--- config.mk ---
export PLATFORM = sky130hd
export DESIGN_NAME = periph_bus_master_flat
export DESIGN_NICKNAME = d
export VERILOG_FILES = /design/src/rtl/periph_bus_pkg.sv /design/src/rtl/periph_bus_master_if.sv /design/src/rtl/periph_bus_master.sv /design/src/flat_wrapper.sv
export SDC_FILE = /design/constraint.sdc
export NUM_CORES = 1
export LEC_CHECK = 0
export BUFFER_PORTS_ARGS = -buffer_cell sky130_fd_sc_hd__buf_4
export CAP_MARGIN = 10
export CORE_MARGIN = 8
export CORE_UTILIZATION = 27
export DETAILED_ROUTE_END_ITERATION = 7
export HOLD_SLACK_MARGIN = 0.08
export SETUP_SLACK_MARGIN = 0.4
export SYNTH_ARGS = -nofsm -noshare
export SYNTH_HDL_FRONTEND = slang
export SYNTH_SLANG_ARGS = --single-unit
export TNS_END_PERCENT = 10
--- constraint.sdc ---
create_clock -name clk -period 9 [get_ports clk]
set_clock_uncertainty 0.05 [all_clocks]
set_input_delay 1.35 -clock clk [delete_from_list [all_inputs] [get_ports clk]]
set_output_delay 1.35 -clock clk [all_outputs]
set_load 0.005 [all_outputs]
--- src/rtl/periph_bus_pkg.sv ---
// Shared constants for the peripheral bus: FSM encoding, default read latency
// and the device address map used by the master and the peripheral assembly.
package periph_bus_pkg;

  typedef enum logic [1:0] {
    IDLE  = 2'd0,
    WRITE = 2'd1,
    READ  = 2'd2,
    RESP  = 2'd3
  } state_t;

  localparam int RD_LAT_DEF = 1;

  localparam logic [31:0] MAP_GUARD_LO = 32'h0;
  localparam logic [31:0] MAP_GUARD_HI = 32'h1;
  localparam logic [31:0] MUX_BASE0    = 32'h2;
  localparam logic [31:0] MUX_BASE1    = 32'h4;
  localparam logic [31:0] MUX_BASE2    = 32'h6;
  localparam logic [31:0] MUX_BASE3    = 32'h8;
  localparam logic [31:0] GPIO_BASE0   = 32'hA;
  localparam logic [31:0] GPIO_BASE1   = 32'hC;
  localparam logic [31:0] GPIO_BASE2   = 32'hE;
  localparam logic [31:0] GPIO_BASE3   = 32'h10;
  localparam logic [31:0] MAP_TOP      = 32'h11;

  // Unsigned inclusive window check; no wrap at the top of the space.
  function automatic logic addr_in_range(input logic [31:0] a,
                                         input logic [31:0] lo,
                                         input logic [31:0] hi);
    return (a >= lo) && (a <= hi);
  endfunction

endpackage

--- src/rtl/periph_bus_master_if.sv ---
// CPU request/response and peripheral bus signals of the bus master.
interface periph_bus_master_if;
  logic        cpu_req;
  logic        cpu_we;
  logic [31:0] cpu_addr;
  logic [31:0] cpu_wdata;
  logic        cpu_ready;
  logic        cpu_ack;
  logic        cpu_err;
  logic [31:0] cpu_rdata;
  logic [31:0] sys_w_addr;
  logic [31:0] sys_r_addr;
  logic [31:0] sys_w_line;
  logic [31:0] sys_r_line;
  logic        sys_w;
  logic        sys_r;

  modport master (
    input  cpu_req, cpu_we, cpu_addr, cpu_wdata, sys_r_line,
    output cpu_ready, cpu_ack, cpu_err, cpu_rdata,
           sys_w_addr, sys_r_addr, sys_w_line, sys_w, sys_r
  );

  modport slave (
    output cpu_req, cpu_we, cpu_addr, cpu_wdata, sys_r_line,
    input  cpu_ready, cpu_ack, cpu_err, cpu_rdata,
           sys_w_addr, sys_r_addr, sys_w_line, sys_w, sys_r
  );
endinterface

--- src/rtl/periph_bus_master.sv ---
// Turns single CPU load/store requests into timed peripheral bus strobes and
// returns a one-cycle ack/err. Every output is registered from the next state.
module periph_bus_master
  import periph_bus_pkg::*;
#(
  parameter logic [31:0] ADDR_LO = 32'h2,
  parameter logic [31:0] ADDR_HI = 32'h11,
  parameter int          RD_LAT  = RD_LAT_DEF
) (
  input  logic                clk,
  input  logic                rst,
  periph_bus_master_if.master bus
);

  state_t      r_state, w_nxt;
  logic [31:0] r_addr;
  logic        r_err;
  logic [3:0]  r_cnt;

  logic        r_ready, r_ack, r_err_o, r_sys_w, r_sys_r;
  logic [31:0] r_rdata, r_w_addr, r_r_addr, r_w_line;

  logic        w_ready, w_ack, w_err_o, w_sys_w, w_sys_r;
  logic [31:0] w_rdata, w_w_addr, w_r_addr, w_w_line;

  logic        w_acc, w_in_range, w_last, w_err_src;
  logic [31:0] w_addr_src;

  assign w_acc      = (r_state == IDLE) && bus.cpu_req;
  assign w_in_range = addr_in_range(bus.cpu_addr, ADDR_LO, ADDR_HI);
  assign w_last     = (r_cnt == 4'd1);
  assign w_addr_src = w_acc ? bus.cpu_addr : r_addr;
  assign w_err_src  = w_acc ? !w_in_range : r_err;

  always_ff @(posedge clk or posedge rst) begin
    if (rst) r_state <= IDLE;
    else     r_state <= w_nxt;
  end

  always_comb begin
    w_nxt = r_state;
    case (r_state)
      IDLE:    if (bus.cpu_req) w_nxt = !w_in_range ? RESP : (bus.cpu_we ? WRITE : READ);
      WRITE:   w_nxt = RESP;
      READ:    if (w_last) w_nxt = RESP;
      RESP:    w_nxt = IDLE;
      default: w_nxt = IDLE;
    endcase
  end

  // Outputs are computed for the state being entered and registered with it.
  always_comb begin
    w_ready  = (w_nxt == IDLE);
    w_sys_w  = (w_nxt == WRITE);
    w_sys_r  = (w_nxt == READ);
    w_ack    = (w_nxt == RESP);
    w_err_o  = w_ack && w_err_src;
    w_w_addr = w_sys_w ? bus.cpu_addr  : 32'h0;
    w_w_line = w_sys_w ? bus.cpu_wdata : 32'h0;
    w_r_addr = w_sys_r ? w_addr_src    : 32'h0;
    w_rdata  = r_rdata;
    if (r_state == READ && w_last) w_rdata = bus.sys_r_line;
    else if (w_nxt == RESP)        w_rdata = 32'h0;
  end

  always_ff @(posedge clk or posedge rst) begin
    if (rst) begin
      r_addr <= 32'h0;
      r_err  <= 1'b0;
      r_cnt  <= 4'd0;
    end else if (w_acc) begin
      r_addr <= bus.cpu_addr;
      r_err  <= !w_in_range;
      r_cnt  <= 4'(RD_LAT);
    end else if (r_state == READ) begin
      r_cnt  <= r_cnt - 4'd1;
    end
  end

  always_ff @(posedge clk or posedge rst) begin
    if (rst) begin
      r_ready  <= 1'b1;
      r_ack    <= 1'b0;
      r_err_o  <= 1'b0;
      r_rdata  <= 32'h0;
      r_sys_w  <= 1'b0;
      r_sys_r  <= 1'b0;
      r_w_addr <= 32'h0;
      r_r_addr <= 32'h0;
      r_w_line <= 32'h0;
    end else begin
      r_ready  <= w_ready;
      r_ack    <= w_ack;
      r_err_o  <= w_err_o;
      r_rdata  <= w_rdata;
      r_sys_w  <= w_sys_w;
      r_sys_r  <= w_sys_r;
      r_w_addr <= w_w_addr;
      r_r_addr <= w_r_addr;
      r_w_line <= w_w_line;
    end
  end

  assign bus.cpu_ready  = r_ready;
  assign bus.cpu_ack    = r_ack;
  assign bus.cpu_err    = r_err_o;
  assign bus.cpu_rdata  = r_rdata;
  assign bus.sys_w      = r_sys_w;
  assign bus.sys_r      = r_sys_r;
  assign bus.sys_w_addr = r_w_addr;
  assign bus.sys_r_addr = r_r_addr;
  assign bus.sys_w_line = r_w_line;

endmodule

--- src/flat_wrapper.sv ---
// flat-port wrapper written by rule: the top's interface ports become plain ports
module periph_bus_master_flat import periph_bus_pkg::*;
#(
  parameter logic [31:0] ADDR_LO = 32'h2,
  parameter logic [31:0] ADDR_HI = 32'h11,
  parameter int          RD_LAT  = RD_LAT_DEF
)
  (clk, rst, bus_cpu_req, bus_cpu_we, bus_cpu_addr, bus_cpu_wdata, bus_sys_r_line, bus_cpu_ready, bus_cpu_ack, bus_cpu_err, bus_cpu_rdata, bus_sys_w_addr, bus_sys_r_addr, bus_sys_w_line, bus_sys_w, bus_sys_r);
  periph_bus_master_if bus_i ();
  input  logic clk;
  input  logic rst;
  input wire logic [$bits(bus_i.cpu_req)-1:0] bus_cpu_req;
  input wire logic [$bits(bus_i.cpu_we)-1:0] bus_cpu_we;
  input wire logic [$bits(bus_i.cpu_addr)-1:0] bus_cpu_addr;
  input wire logic [$bits(bus_i.cpu_wdata)-1:0] bus_cpu_wdata;
  input wire logic [$bits(bus_i.sys_r_line)-1:0] bus_sys_r_line;
  output wire logic [$bits(bus_i.cpu_ready)-1:0] bus_cpu_ready;
  output wire logic [$bits(bus_i.cpu_ack)-1:0] bus_cpu_ack;
  output wire logic [$bits(bus_i.cpu_err)-1:0] bus_cpu_err;
  output wire logic [$bits(bus_i.cpu_rdata)-1:0] bus_cpu_rdata;
  output wire logic [$bits(bus_i.sys_w_addr)-1:0] bus_sys_w_addr;
  output wire logic [$bits(bus_i.sys_r_addr)-1:0] bus_sys_r_addr;
  output wire logic [$bits(bus_i.sys_w_line)-1:0] bus_sys_w_line;
  output wire logic [$bits(bus_i.sys_w)-1:0] bus_sys_w;
  output wire logic [$bits(bus_i.sys_r)-1:0] bus_sys_r;
  assign bus_i.cpu_req = bus_cpu_req;
  assign bus_i.cpu_we = bus_cpu_we;
  assign bus_i.cpu_addr = bus_cpu_addr;
  assign bus_i.cpu_wdata = bus_cpu_wdata;
  assign bus_i.sys_r_line = bus_sys_r_line;
  assign bus_cpu_ready = bus_i.cpu_ready;
  assign bus_cpu_ack = bus_i.cpu_ack;
  assign bus_cpu_err = bus_i.cpu_err;
  assign bus_cpu_rdata = bus_i.cpu_rdata;
  assign bus_sys_w_addr = bus_i.sys_w_addr;
  assign bus_sys_r_addr = bus_i.sys_r_addr;
  assign bus_sys_w_line = bus_i.sys_w_line;
  assign bus_sys_w = bus_i.sys_w;
  assign bus_sys_r = bus_i.sys_r;
  periph_bus_master #(.ADDR_LO(ADDR_LO), .ADDR_HI(ADDR_HI), .RD_LAT(RD_LAT)) u_core (.clk(clk), .rst(rst), .bus(bus_i));
endmodule
==> After elaboration in Yosys (flattened, before gate mapping) <==
Index checks and enable logic that the tools add are counted.
Widths: inputs -> output; s select.
{ "totals": {"ff_bits": 172, "input_bits": 100, "out_inout_bits": 133, "elab_cells": 46} }
{ "classes": {"n_addsub": 1, "order_cmp": 2, "n_eq_ne": 7, "muxes": 14, "n_reduce_logical": 9} }
{ "op_table": {"columns": ["op", "count"], "rows": [
  ["$mux 32", 6],
  ["$ge 32x2->1 const B", 1],
  ["$le 32x5->1 const B", 1],
  ["$eq 2x2->1 const B", 4],
  ["$mux 2", 4],
  ["$mux 4", 2],
  ["$pmux 2 s4", 1],
  ["$eq 2x1->1 const B", 2],
  ["$eq 4x1->1 const B", 1],
  ["$logic_and 1x1->1", 4],
  ["$logic_not 2->1", 2],
  ["$reduce_bool 2->1", 2],
  ["$sub 4x1->4 const B", 1],
  ["$logic_not 1->1", 1],
  ["$mux 1", 1]
]} }

==> Longest topological paths before layout <==
{ "logic_depth": {"ltp_word": 8, "mapped_depth": 10, "mapped_depth_nobuf": 7} }

==> Worst setup path before layout <==
OpenSTA, ideal clock, no wires.
{ "synth_path": {"path_type": "in2reg", "start": "input bus_cpu_addr[21]", "end": "register u_core.r_w_addr[0], in the netlist u_core.bus.sys_w_addr[0]", "arrival_time_ps": 2863, "required_ps": 8884, "path_slack_ps": 6022, "stages": 7, "n_path_buf": 2, "cell_sequence": "nor4_1 > nand4_1 > or4b_4 > a21oi_2 > buf_4 > clkbuf_2 > and2_1"} }
{ "synth_between": {"elab_chain_cells": 7, "word_cells_on_any_way": 8} }
{ "synth_lines": {"columns": ["item", "line", "source"], "rows": [
  ["from (decl)", "flat_wrapper.sv:14", "input wire logic [$bits(bus_i.cpu_addr)-1:0] bus_cpu_addr;"],
  ["$ge 32x2->1 or $le 32x5->1 (tied branches)", "periph_bus_pkg.sv:30", "return (a >= lo) && (a <= hi);"],
  ["$logic_and 1x1->1 (*)", "periph_bus_pkg.sv:30", null],
  ["$mux 2 (*) (2 in series)", "periph_bus_master.sv:43", "IDLE: if (bus.cpu_req) w_nxt = !w_in_range ? RESP : (bus.cpu_we ? WRITE : READ);"],
  ["$pmux 2 s4 (*)", "periph_bus_master.sv:42", "case (r_state)"],
  ["$eq 2x1->1 (*)", "periph_bus_master.sv:54", "w_sys_w = (w_nxt == WRITE);"],
  ["$mux 32 (*)", "periph_bus_master.sv:58", "w_w_addr = w_sys_w ? bus.cpu_addr : 32'h0;"],
  ["via u_core.w_w_addr[0]", "periph_bus_master.sv:24", "logic [31:0] w_rdata, w_w_addr, w_r_addr, w_w_line;"],
  ["to (signal assigned)", "periph_bus_master.sv:98", "r_w_addr <= w_w_addr;"],
  ["to (decl)", "periph_bus_master.sv:21", "logic [31:0] r_rdata, r_w_addr, r_r_addr, r_w_line;"]
]} }
The timed path passes the listed nets; every way through them passes the cells marked *.
A chain may end at the register's enable or synchronous reset.

==> Final worst setup path <==
{ "layout_path": {"start": "input bus_cpu_addr[22]", "end": "register u_core.r_w_line[15], in the netlist u_core.bus.sys_w_line[15]"} }
{ "layout_between": {"elab_chain_cells": 7, "word_cells_on_any_way": 8} }
{ "layout_lines": {"columns": ["item", "line", "source"], "rows": [
  ["$ge 32x2->1 or $le 32x5->1 (tied branches)", "periph_bus_pkg.sv:30", null],
  ["$logic_and 1x1->1 (*)", "periph_bus_pkg.sv:30", null],
  ["$mux 2 (*) (2 in series)", "periph_bus_master.sv:43", null],
  ["$pmux 2 s4 (*)", "periph_bus_master.sv:42", null],
  ["$eq 2x1->1 (*)", "periph_bus_master.sv:54", null],
  ["$mux 32 (*)", "periph_bus_master.sv:59", "w_w_line = w_sys_w ? bus.cpu_wdata : 32'h0;"],
  ["via u_core.w_w_line[15]", "periph_bus_master.sv:24", null],
  ["to (signal assigned)", "periph_bus_master.sv:100", "r_w_line <= w_w_line;"],
  ["to (decl)", "periph_bus_master.sv:21", null]
]} }
Marked as above.

==> results.txt <==
- Result of the run: finished clean
- Upper clock frequency limit: 0.275 GHz
- In this run the number of cells on the critical path is 7.
- Endpoints failing setup: 0
- Floorplan core area: around 23000 µm²
* DRC Markers: 0
- Synthesis handed over a netlist of approximately 560 instances.
- Total via count after detailed routing: 4531
* Required time of the critical path: between 9 and 10 ns
* Via count of the first global-routing pass: 4921
- Area of the multi-input gates: 1780 µm²
* Worst skew pair latency: 0.41 ns
- Top cells by area, synth: sky130_fd_sc_hd__dfrtp_1 69%, sky130_fd_sc_hd__nand2_1 10%, sky130_fd_sc_hd__and2_1 6.6%
* Initial antenna violation count: 0
- Final Max Tran Viols: 0
- Per-instance average area after synthesis: 11.2 µm²
- Most instantiated flip-flop cell in the synthesis netlist: sky130_fd_sc_hd__dfrtp_1
- H-tree levels: 4
* Total placed instance area: 8290 µm²
- Startpoint of the worst setup timing path: bus_cpu_addr[22]
- Max stage delay on crit path: 0.61 ns
- Die Span X: 168 µm
- The first TritonRoute pass finished after 4 iterations.
- Worst hold start: u_core.r_addr[27]
- The number of different library cells used by synthesis comes to 32.
- Number of cells on the worst reg-to-reg path: 7
- STA classifies the critical path startpoint as an input port.
- Max-cap violation count: 0
- Post-Route WL: 17500 µm
- Of all nets on the critical path, the largest fanout is 50.
- Count of nets after finishing: 892
* Hold/Removal Path Class: flop to flop
- Pleak: about 0.0046 µW
* Register clock-pin slew on the reported worst setup and hold paths: 0.06 ns
- #FFs+latches synth: about 170
* Number of DRC markers after the initial detailed-route iteration: roughly 240
* Global-route usage over all layers: 12.7%
* Final hold violation count: 0
- Of all cell types, the one taking the most synthesized area is sky130_fd_sc_hd__dfrtp_1.
- Of the available clock period, the critical path in the final layout requires 40.4%.
- Post-synth design cell area: 6210 µm²
- Entering global routing, the biggest net connects between 70 and 80 pins.
* Family of cells with the greatest summed delay on the critical path: simple AND/OR/NAND/NOR gates
- Worst slew margin relative to its limit: a little over a third
- CTS saw 172 sinks.
* Initial cell density of the core: roughly 27%
* Routed via count divided by cell count: 4.18
- Share of final-layout standard cells stronger than drive strength 1: 34.9%
* Total grt overflow: 0
- FILL cells: 2263
- Compared with the post-synthesis result, the final layout area differs by 42.9%.
- Number of buffers on the longest clock path: 2
- Setup repair after global routing missed its margin: false
- Sequential Area: 4310 µm²
- Number of clock buffers inserted by TritonCTS: 17
- By instance count, the cell type seen most on the critical path is sky130_fd_sc_hd__buf_4.
* Port Buffers: about 230
* Crit. End Element: flop
- Number of synthesized flops with an enable pin: 0
- TritonCTS built the clock tree.
- The wire-length estimate of the detail-placed layout is between 10000 and 15000 µm.
- Antenna violation net count after detailed routing: 0
- The startpoint identified for the worst register-to-register timing path is u_core.r_state[0].
- After floorplanning, the core was divided into 55 placement rows.
- Master of the slowest instance on the critical path: sky130_fd_sc_hd__or4b_4
- Number of hold buffers added after cts: 0
- Warning count from the yosys run: 0
- The critical path goes through buf_4, nor4_1, nand4_1, or4b_4, a21oi_4, buf_4, and2_1.
* Top cell type's share of synthesized area: 68.9%
* Highest ir drop seen on vdd: about 0.13 mV
* Shortest period the worst path allows: 3.63 ns
- In the synthesized netlist the async set-or-reset flop fraction comes to 100%.
* Worst hold path cell count: 2
- Cell area after layout: slightly below 9000 µm²
* Post-cts resize count: 0
- At the end of routability-driven placement, the weighted congestion stood at 0.731.
* Post-synthesis net count: 661
- Post-CTS timing repair inserted 0 buffers for setup.
- In this run the power density over the cells is 335 nW/µm².
* WL/cell: 16.2 µm
- At the pin with the least slew margin, the transition time is ~0.96 ns.
- The tree is rooted in a sky130_fd_sc_hd__clkbuf_16.
- In this run the count of I/O pins placed on the die edge is 233.
- Type of the worst setup path: input port to flop
- Chip height: 168 µm
* Wire length of the first global-routing pass: 27900 µm
- CP arrival: 3.93 ns
- For the final routed database, the setup TNS stands at 0 ns.
- The share of the Yosys chip area taken by registers is 69.3%.
* Crit path buf inv count: 2
* Area of the die: 28100 µm²
==> flip-flops by register name (all words and copies together), names as in the netlist, 2 cells and up <==
name	cells
u_core.r_addr	32
u_core.bus.sys_w_line	32
u_core.r_cnt	4
u_core.bus.sys_w_addr	32
u_core.r_state	2
u_core.bus.cpu_rdata	32
u_core.bus.sys_r_addr	32
==> per-stage QoR <==
stage	util, %	setup WS, ns	total power (µW)	hold WS, ns	instances
after floorplan	-	2.94	1720	0.384	555
after global placement	36.6	5.00	2270	0.397	1052
after detailed placement	36.6	4.94	2300	0.401	1052
after CTS	39.2	5.36	3050	0.418	1084
after global routing	39.2	5.22	3210	0.427	1084
final	39.2	5.37	2980	0.413	1085
==> cells in the final DEF (no fill, tap or decap), types with 3 or more instances in the layout <==
cell type,instances
sky130_fd_sc_hd__a21oi_1,3
sky130_fd_sc_hd__and2_1,66
sky130_fd_sc_hd__buf_4,242
sky130_fd_sc_hd__clkbuf_16,17
sky130_fd_sc_hd__clkbuf_8,6
sky130_fd_sc_hd__dfrtp_1,171
sky130_fd_sc_hd__ha_1,6
sky130_fd_sc_hd__inv_1,6
sky130_fd_sc_hd__nand2_1,165
sky130_fd_sc_hd__nor2_1,8
sky130_fd_sc_hd__nor2b_1,32
sky130_fd_sc_hd__nor3_1,6
sky130_fd_sc_hd__nor4_1,7
sky130_fd_sc_hd__o21ai_0,33
==> path summary, 6_finish.rpt <==
check	end	slack, ns
max in group asynchronous	u_core.r_addr[11]	6.08
worst min register to register	u_core.r_addr[27]	0.41
min in group asynchronous	u_core.bus.sys_w_line[16]	0.89
worst min-delay path	u_core.r_addr[27]	0.41
worst max register to register	u_core.bus.sys_r_addr[8]	6.14
worst max-delay path	u_core.bus.sys_w_line[15]	5.37
==> where the power goes <==
| part | internal, µW | switching [µW] | leakage, µW |
|---|---|---|---|
| combinational | 509 | 569 | 0.00204 |
| sequential | 1070 | 104 | 0.00228 |
| clock | 427 | 301 | 0.000289 |
| total | 2000 | 975 | 0.00461 |
==> area by class of cell <==
class | count | area share, %
tap | 285 | 4.01
multi-input combinational | 346 | 20.0
clock inverter | 8 | 0.915
sequential | 172 | 48.5
antenna | 1 | 0.0282
inverter | 7 | 0.352
timing repair buffer | 242 | 20.5
clock buffer | 24 | 5.76
==> per-layer routing <==
layer | vias to the layer above | track usage [%] | part of all wire (%)
met5 | - | 0 | 0
met4 | 0 | 3.26 | 0.71
met3 | 9 | 5.97 | 9.0
met2 | 153 | 20.4 | 47
met1 | 2175 | 15.0 | 43
li1 | 2194 | - | -
==> cells by family after synthesis <==
family / after synthesis / synth area share [%]
AND/OR/NAND/NOR: 294 / 22.8
adder cells (fa/ha/maj): 6 / 1.21
buffers and inverters: 37 / 2.54
XOR/XNOR: 4 / 0.564
flip-flops: 172 / 69.3
AO/OA/AOI/OAI: 42 / 3.62
==> worst reg2reg max path: cells and delay by family, from the launching register on <==
| family | cells | cell delay (ns) |
|---|---|---|
| flip-flops | 1 | 0.42 |
| AND/OR/NAND/NOR | 2 | 0.27 |
| AO/OA/AOI/OAI | 2 | 1.16 |
| adder cells (fa/ha/maj) | 1 | 0.35 |
| buffers and inverters | 2 | 0.49 |
==> synth_stat cells, types with 7 or more instances <==
| cell | instances |
|---|---|
| sky130_fd_sc_hd__nor4_1 | 7 |
| sky130_fd_sc_hd__nand2_1 | 165 |
| sky130_fd_sc_hd__nor2_1 | 8 |
| sky130_fd_sc_hd__dfrtp_1 | 171 |
| sky130_fd_sc_hd__clkbuf_1 | 16 |
| sky130_fd_sc_hd__inv_1 | 7 |
| sky130_fd_sc_hd__and2_1 | 66 |
| sky130_fd_sc_hd__o21ai_0 | 33 |
| sky130_fd_sc_hd__nor2b_1 | 32 |
(Power assumes the default switching activity.)
